### src/rtl/cpu_pkg.sv
// Shared types and constants for the accumulator CPU control unit.
// The CPU_CTRL_STEP_EN macro adds the single-step STEP_WAIT state.
package cpu_pkg;

    localparam logic [1:0] OP_NOR = 2'b00;
    localparam logic [1:0] OP_ADD = 2'b01;
    localparam logic [1:0] OP_STA = 2'b10;
    localparam logic [1:0] OP_JCC = 2'b11;

    localparam int MEM_LAT_MAX = 4;

    typedef enum logic [3:0] {
        ST_INIT      = 4'd0,
        ST_FETCH     = 4'd1,
        ST_DECODE    = 4'd2,
        ST_OPFETCH   = 4'd3,
        ST_EXEC      = 4'd4,
        ST_STORE     = 4'd5,
`ifdef CPU_CTRL_STEP_EN
        ST_JUMP      = 4'd6,
        ST_STEP_WAIT = 4'd7
`else
        ST_JUMP      = 4'd6
`endif
    } state_t;

    // Value loaded into the wait counter so that a memory state lasts 'lat' cycles.
    function automatic logic [1:0] lat_load(input int lat);
        return 2'(lat - 1);
    endfunction

endpackage

### src/rtl/mem_wait_cnt.sv
// Loadable 2-bit down-counter timing the memory-access states of cpu_ctrl_fsm.
// done is high while the count is zero; the count only moves when ce=1.
module mem_wait_cnt (
    input  logic       clk,
    input  logic       rst,
    input  logic       ce,
    input  logic       load,
    input  logic [1:0] load_val,
    output logic       done
);

    logic [1:0] cnt_r;

    // Count register: load has priority, otherwise decrement and stick at zero.
    always_ff @(posedge clk or posedge rst) begin
        if (rst) begin
            cnt_r <= 2'd0;
        end else if (ce) begin
            if (load) begin
                cnt_r <= load_val;
            end else if (cnt_r != 2'd0) begin
                cnt_r <= cnt_r - 2'd1;
            end else begin
                cnt_r <= cnt_r;
            end
        end else begin
            cnt_r <= cnt_r;
        end
    end

    assign done = (cnt_r == 2'd0);

endmodule

### src/rtl/cpu_ctrl_fsm.sv
// Fetch/decode/execute sequencer for the 2-bit-opcode accumulator CPU.
// Defining CPU_CTRL_STEP_EN adds the step input and the STEP_WAIT state.
module cpu_ctrl_fsm
    import cpu_pkg::*;
#(
    parameter int MEM_LAT = 1
) (
    input  logic       clk,
    input  logic       rst,
    input  logic       ce,
`ifdef CPU_CTRL_STEP_EN
    input  logic       step,
`endif
    input  logic [1:0] ins_op,
    input  logic       carry,
    output logic       clear_PC,
    output logic       load_PC,
    output logic       enable_PC,
    output logic       load_RI,
    output logic       sel_adr,
    output logic       load_ACC,
    output logic       sel_ual,
    output logic       load_carry,
    output logic       clear_carry,
    output logic       mem_ce,
    output logic       mem_we,
    output logic       instr_done,
    output logic [3:0] state_o
);

    if (MEM_LAT < 1 || MEM_LAT > MEM_LAT_MAX) begin : g_bad_mem_lat
        $error("cpu_ctrl_fsm: MEM_LAT must be in 1..%0d", MEM_LAT_MAX);
    end

    localparam logic [1:0] LAT_LOAD = lat_load(MEM_LAT);

    // Where a finished instruction (and INIT) goes next; FETCH entry reloads the counter.
`ifdef CPU_CTRL_STEP_EN
    localparam state_t TERM_ST   = ST_STEP_WAIT;
    localparam logic   TERM_LOAD = 1'b0;
`else
    localparam state_t TERM_ST   = ST_FETCH;
    localparam logic   TERM_LOAD = 1'b1;
`endif

    state_t     state_r;
    state_t     next_s;
    logic [1:0] op_r;
    logic       cnt_load_s;
    logic       cnt_done_s;
    logic       act_s;

    logic clear_pc_s, load_pc_s, enable_pc_s, load_ri_s, sel_adr_s, load_acc_s;
    logic sel_ual_s, load_carry_s, clear_carry_s, mem_ce_s, mem_we_s, done_s;

    mem_wait_cnt u_wait (
        .clk      (clk),
        .rst      (rst),
        .ce       (ce),
        .load     (cnt_load_s),
        .load_val (LAT_LOAD),
        .done     (cnt_done_s)
    );

    // State register.
    always_ff @(posedge clk or posedge rst) begin
        if (rst) begin
            state_r <= ST_INIT;
        end else begin
            state_r <= next_s;
        end
    end

    // Opcode latch; only bit 0 and the ADD decode are used after DECODE.
    always_ff @(posedge clk or posedge rst) begin
        if (rst) begin
            op_r <= OP_NOR;
        end else if (ce && state_r == ST_DECODE) begin
            op_r <= ins_op;
        end else begin
            op_r <= op_r;
        end
    end

    // Next-state logic; everything holds while ce is low.
    always_comb begin
        next_s     = state_r;
        cnt_load_s = 1'b0;
        if (ce) begin
            case (state_r)
                ST_INIT: begin
                    next_s     = TERM_ST;
                    cnt_load_s = TERM_LOAD;
                end
                ST_FETCH: begin
                    if (cnt_done_s) begin
                        next_s = ST_DECODE;
                    end else begin
                        next_s = ST_FETCH;
                    end
                end
                ST_DECODE: begin
                    case (ins_op)
                        OP_NOR, OP_ADD: begin
                            next_s     = ST_OPFETCH;
                            cnt_load_s = 1'b1;
                        end
                        OP_STA:  next_s = ST_STORE;
                        OP_JCC:  next_s = ST_JUMP;
                        default: next_s = ST_INIT;
                    endcase
                end
                ST_OPFETCH: begin
                    if (cnt_done_s) begin
                        next_s = ST_EXEC;
                    end else begin
                        next_s = ST_OPFETCH;
                    end
                end
                ST_EXEC, ST_STORE, ST_JUMP: begin
                    next_s     = TERM_ST;
                    cnt_load_s = TERM_LOAD;
                end
`ifdef CPU_CTRL_STEP_EN
                ST_STEP_WAIT: begin
                    if (step) begin
                        next_s     = ST_FETCH;
                        cnt_load_s = 1'b1;
                    end else begin
                        next_s = ST_STEP_WAIT;
                    end
                end
`endif
                default: next_s = ST_INIT;
            endcase
        end else begin
            next_s = state_r;
        end
    end

    // Moore strobe decode from state, latched opcode and live carry.
    always_comb begin
        clear_pc_s    = 1'b0;
        load_pc_s     = 1'b0;
        enable_pc_s   = 1'b0;
        load_ri_s     = 1'b0;
        sel_adr_s     = 1'b0;
        load_acc_s    = 1'b0;
        sel_ual_s     = 1'b0;
        load_carry_s  = 1'b0;
        clear_carry_s = 1'b0;
        mem_ce_s      = 1'b0;
        mem_we_s      = 1'b0;
        done_s        = 1'b0;
        case (state_r)
            ST_INIT: begin
                clear_pc_s  = 1'b1;
                enable_pc_s = 1'b1;
            end
            ST_FETCH: mem_ce_s = 1'b1;
            ST_DECODE: begin
                load_ri_s   = 1'b1;
                enable_pc_s = 1'b1;
            end
            ST_OPFETCH: begin
                mem_ce_s  = 1'b1;
                sel_adr_s = 1'b1;
            end
            ST_EXEC: begin
                load_acc_s   = 1'b1;
                sel_ual_s    = op_r[0];
                load_carry_s = (op_r == OP_ADD);
                done_s       = 1'b1;
            end
            ST_STORE: begin
                mem_ce_s  = 1'b1;
                mem_we_s  = 1'b1;
                sel_adr_s = 1'b1;
                done_s    = 1'b1;
            end
            ST_JUMP: begin
                load_pc_s     = ~carry;
                clear_carry_s = carry;
                done_s        = 1'b1;
            end
            default: done_s = 1'b0;
        endcase
    end

    // rst is in the gate so nothing, not even the INIT strobes, leaks during reset.
    assign act_s = ce & ~rst;

    assign clear_PC    = clear_pc_s    & act_s;
    assign load_PC     = load_pc_s     & act_s;
    assign enable_PC   = enable_pc_s   & act_s;
    assign load_RI     = load_ri_s     & act_s;
    assign sel_adr     = sel_adr_s     & act_s;
    assign load_ACC    = load_acc_s    & act_s;
    assign sel_ual     = sel_ual_s     & act_s;
    assign load_carry  = load_carry_s  & act_s;
    assign clear_carry = clear_carry_s & act_s;
    assign mem_ce      = mem_ce_s      & act_s;
    assign mem_we      = mem_we_s      & act_s;
    assign instr_done  = done_s        & act_s;
    assign state_o     = state_r;

endmodule

### config.mk
export PLATFORM = sky130hd
export DESIGN_NAME = cpu_ctrl_fsm
export DESIGN_NICKNAME = d
export VERILOG_FILES = /design/src/rtl/cpu_pkg.sv /design/src/rtl/mem_wait_cnt.sv /design/src/rtl/cpu_ctrl_fsm.sv
export SDC_FILE = /design/constraint.sdc
export NUM_CORES = 1
export LEC_CHECK = 0
export CAP_MARGIN = 20
export CORE_AREA = 8 8 45 47
export DETAILED_ROUTE_END_ITERATION = 10
export DIE_AREA = 0 0 53 55
export PLACE_DENSITY_LB_ADDON = 0.3
export SLEW_MARGIN = 25
export SYNTH_ARGS = -nofsm -noshare
export SYNTH_HDL_FRONTEND = slang
export SYNTH_HIERARCHICAL = 1
export SYNTH_SLANG_ARGS = --single-unit
### constraint.sdc
create_clock -name clk -period 5.06 [get_ports clk]
set_clock_uncertainty 0.1 [all_clocks]
set_input_delay 1.012 -clock clk [delete_from_list [all_inputs] [get_ports clk]]
set_output_delay 1.012 -clock clk [all_outputs]
set_load 0.01 [all_outputs]
==> out/qor.yml <==
run_status:
  outcome: "complete, no violations"
min_path:
  whs_endpoint: "op_r[0]"
  hold_path_depth: 1
  hold_path_startpoint: "op_r[0]"
  hold_path_class: "register to register"
sta:
  finalSetupViolations: 0
  finalSetupTns_ns: 0
  hold_viol: 0
  rsz0062_at_grt: "false"
  slew_viol_final: 0
  fmax_mhz: 241.5
  finalWorstPathRequiredPeriod_ns: 4.140
  fin_crit_sh: 0.8182
global_routing:
  grt_first_pass_wirelength_um: 2125
  grt_max_degree: 15
  grt_pass1_vias: 500
  grt_usage: 0.09764
  antenna_found_initial: 0
  grt_overflow: 0
logic_synthesis:
  synthCells: 71
  synth_area_leaders: "dfrtp_1, inv_1, a21oi_1, nor3_1, buf_6"
  ys_ff_latch: 7
  synth_top_cell_area_share: 0.3084
  synth.lib_cells_used.distinct: 30
  syn_avg_cell_area_sq_um: 8.001
  yosysSeqAreaShare: 0.3084
  synth_area_sq_um: 568.0
  yosysTopAreaCell: "dfrtp_1"
  ys_warn_count: 6
clock_network:
  cts_max_level: 1
  path_clk_slew_ns: 0.05
  cts_buffers: 3
  clock_latency_ns: 0.24
  ctsResizeCount: 0
  cts_setup_buffers: 0
  clock_path_buffers: 2
  clock_sinks: 7
  cts_hold_buf: 0
  cts_tree: "built"
  cts-root-buf: "clkbuf_4"
worst_setup_path:
  cp_cell_sequence: "clkdlybuf4s50_1, inv_2, or3_4, nor4_4, clkdlybuf4s50_1"
  arrival_ns: 3.03
  cpPeakStageDelay_ns: 0.72
  rr_startpoint: "state_o[1]"
  cp_common_cell: "clkdlybuf4s50_1"
  rrSetupSlack_ns: 2.90
  critPathCaptureType: "primary output"
  worstSetupPathType: "primary input to primary output"
  cp_data_required_time_ns: 3.95
  cp_max_fo: 14
  crit_slowest_cell: "clkdlybuf4s50_1"
  reg2reg_depth: 6
  rr_endpoint: "u_wait/cnt_r[0]"
  start_kind: "primary input"
cells_and_area:
  syn_to_final_growth_pct: 36.34
  final_nets: 99
  final_cells: 107
  drive_above_1_share: 0.1099
  diodes: 0
drt:
  dr.pass1.iters: 4
  drc: 0
  ant_nets: 0
  drt_iter0_markers: 12
  drt-total-wl_um: 1369
  wl_per_cell_um: 12.79
  viasPerCell: 5.187
  vias: 555
job:
  maxCapViolations: 0
floorplanning:
  die_y_um: 55
  core_sq_um: 1384
  rows: 14
  die_x_um: 53
  dieArea_sq_um: 2915
  floorplan.initialDensity: 0.4105
  io_pins: 22
pwr:
  p_per_area_nw_per_um2: 449.6
  p_leak_nw: 0.3253
  vdd_ir_drop_max_mv: 0.2498
place:
  dp_hpwl_um: 1102
  dp.cells: 103
  io_buffer_count: 20
  place.gp.congestion: 0.8206
-- cells by family (layout without fill, tap and decap cells) --
family / Yosys count / after routing / share of synthesized area
AOI/OAI and AO/OA: 14 / 14 / 0.1542
muxes: 3 / 3 / 0.05727
adders and majority gates: 1 / 1 / 0.02202
and+or+nand+nor: 29 / 29 / 0.3018
buffers and inverters: 16 / 34 / 0.1498
other: 1 / 3 / 0.006602
DFF: 7 / 7 / 0.3084
-- power by group --
part,switching [W],total [W],internal (W)
Clock,0.0000175,0.0000474,0.0000299
Sequential,0.0000385,0.000121,0.0000828
Combinational,0.0000902,0.000179,0.0000893
Total,0.000146,0.000348,0.000202
-- critical path: cells and delay by family --
| family | cells | cell delay (ns) |
|---|---|---|
| buffers and inverters | 3 | 1.37 |
| and+or+nand+nor | 2 | 0.64 |
-- final cells by class --
type,count,area [sq um]
fillers,148,609.3
flip-flops and latches,7,175.2
repair buffers,20,200.2
inverters,10,37.54
multi-input cells,50,315.3
well taps,16,20.02
clock buffers,4,26.28
-- metal layers --
metal,vias up,part of all wire,wire (um),track usage
met5,-,0,0,0
met4,0,0.021,29,0.07759
met1,248,0.43,586,0.1060
met2,26,0.44,608,0.1641
li1,277,-,-,-
met3,4,0.11,145,0.01872
-- cell usage after synthesis --
| cell type | instances |
|---|---|
| nor3_1 | 6 |
| o21ai_0 | 2 |
| or3_4 | 1 |
| nor4_4 | 1 |
| ha_1 | 1 |
| buf_4 | 2 |
| mux2i_1 | 1 |
| mux2_2 | 2 |
| a21oi_1 | 6 |
| conb_1 | 1 |
| nand2_1 | 6 |
| or3_1 | 1 |
| a31oi_1 | 1 |
| o32ai_1 | 1 |
| inv_2 | 1 |
| and3_1 | 1 |
| nor2b_1 | 3 |
| dfrtp_1 | 7 |
| nand3b_1 | 1 |
| buf_2 | 2 |
| a311oi_1 | 1 |
| nand2b_1 | 2 |
| a31o_2 | 1 |
| and3_2 | 1 |
| inv_1 | 9 |
| o22ai_1 | 1 |
| nor2_1 | 5 |
| nand4b_1 | 1 |
| buf_6 | 2 |
| a221oi_1 | 1 |
-- cell usage in the layout (no fill, tap or decap), types with 2 or more instances in the layout --
| master | instances |
|---|---|
| nor2_1 | 5 |
| clkbuf_4 | 3 |
| a21oi_1 | 6 |
| mux2_2 | 2 |
| nand2_1 | 6 |
| inv_1 | 9 |
| dfrtp_1 | 7 |
| nand2b_1 | 2 |
| nor3_1 | 6 |
| nor2b_1 | 3 |
| clkdlybuf4s50_1 | 20 |
| conb_1 | 3 |
| o21ai_0 | 2 |
-- flip-flops by register name (all words and copies together) (netlist names) --
signal,count
state_o,3
op_r,2
u_wait/cnt_r,2
-- worst max path at each step --
| stage | startpoint | endpoint | slack (ns) | cells past startpoint |
|---|---|---|---|---|
| 4_1_cts | ce | load_carry | 0.92 | 5 |
| 3_3_place_gp | ce | load_carry | 0.95 | 5 |
| 2_1_floorplan | ce | sel_ual | 2.02 | 5 |
| 6_report | ce | load_carry | 0.92 | 5 |
| 3_5_place_dp | ce | load_carry | 0.92 | 5 |
| 5_1_grt | ce | load_carry | 0.82 | 5 |
-- stage by stage --
step	util	instance area (sq um)	setup WS (ns)	total power (W)	hold WS (ns)
5_1_grt	0.5597	774.5	0.8175	0.0003784	0.4502
6_report	0.5597	774.5	0.9200	0.0003482	0.4071
4_1_cts	0.5597	774.5	0.9233	0.0003511	0.4115
3_3_place_gp	0.5407	748.2	0.9484	0.0002954	0.3933
3_5_place_dp	0.5407	748.2	0.9250	0.0002985	0.4004
2_1_floorplan	-	575.6	2.017	0.0002429	0.3807
Note: power is estimated with default switching activity, not from simulation.
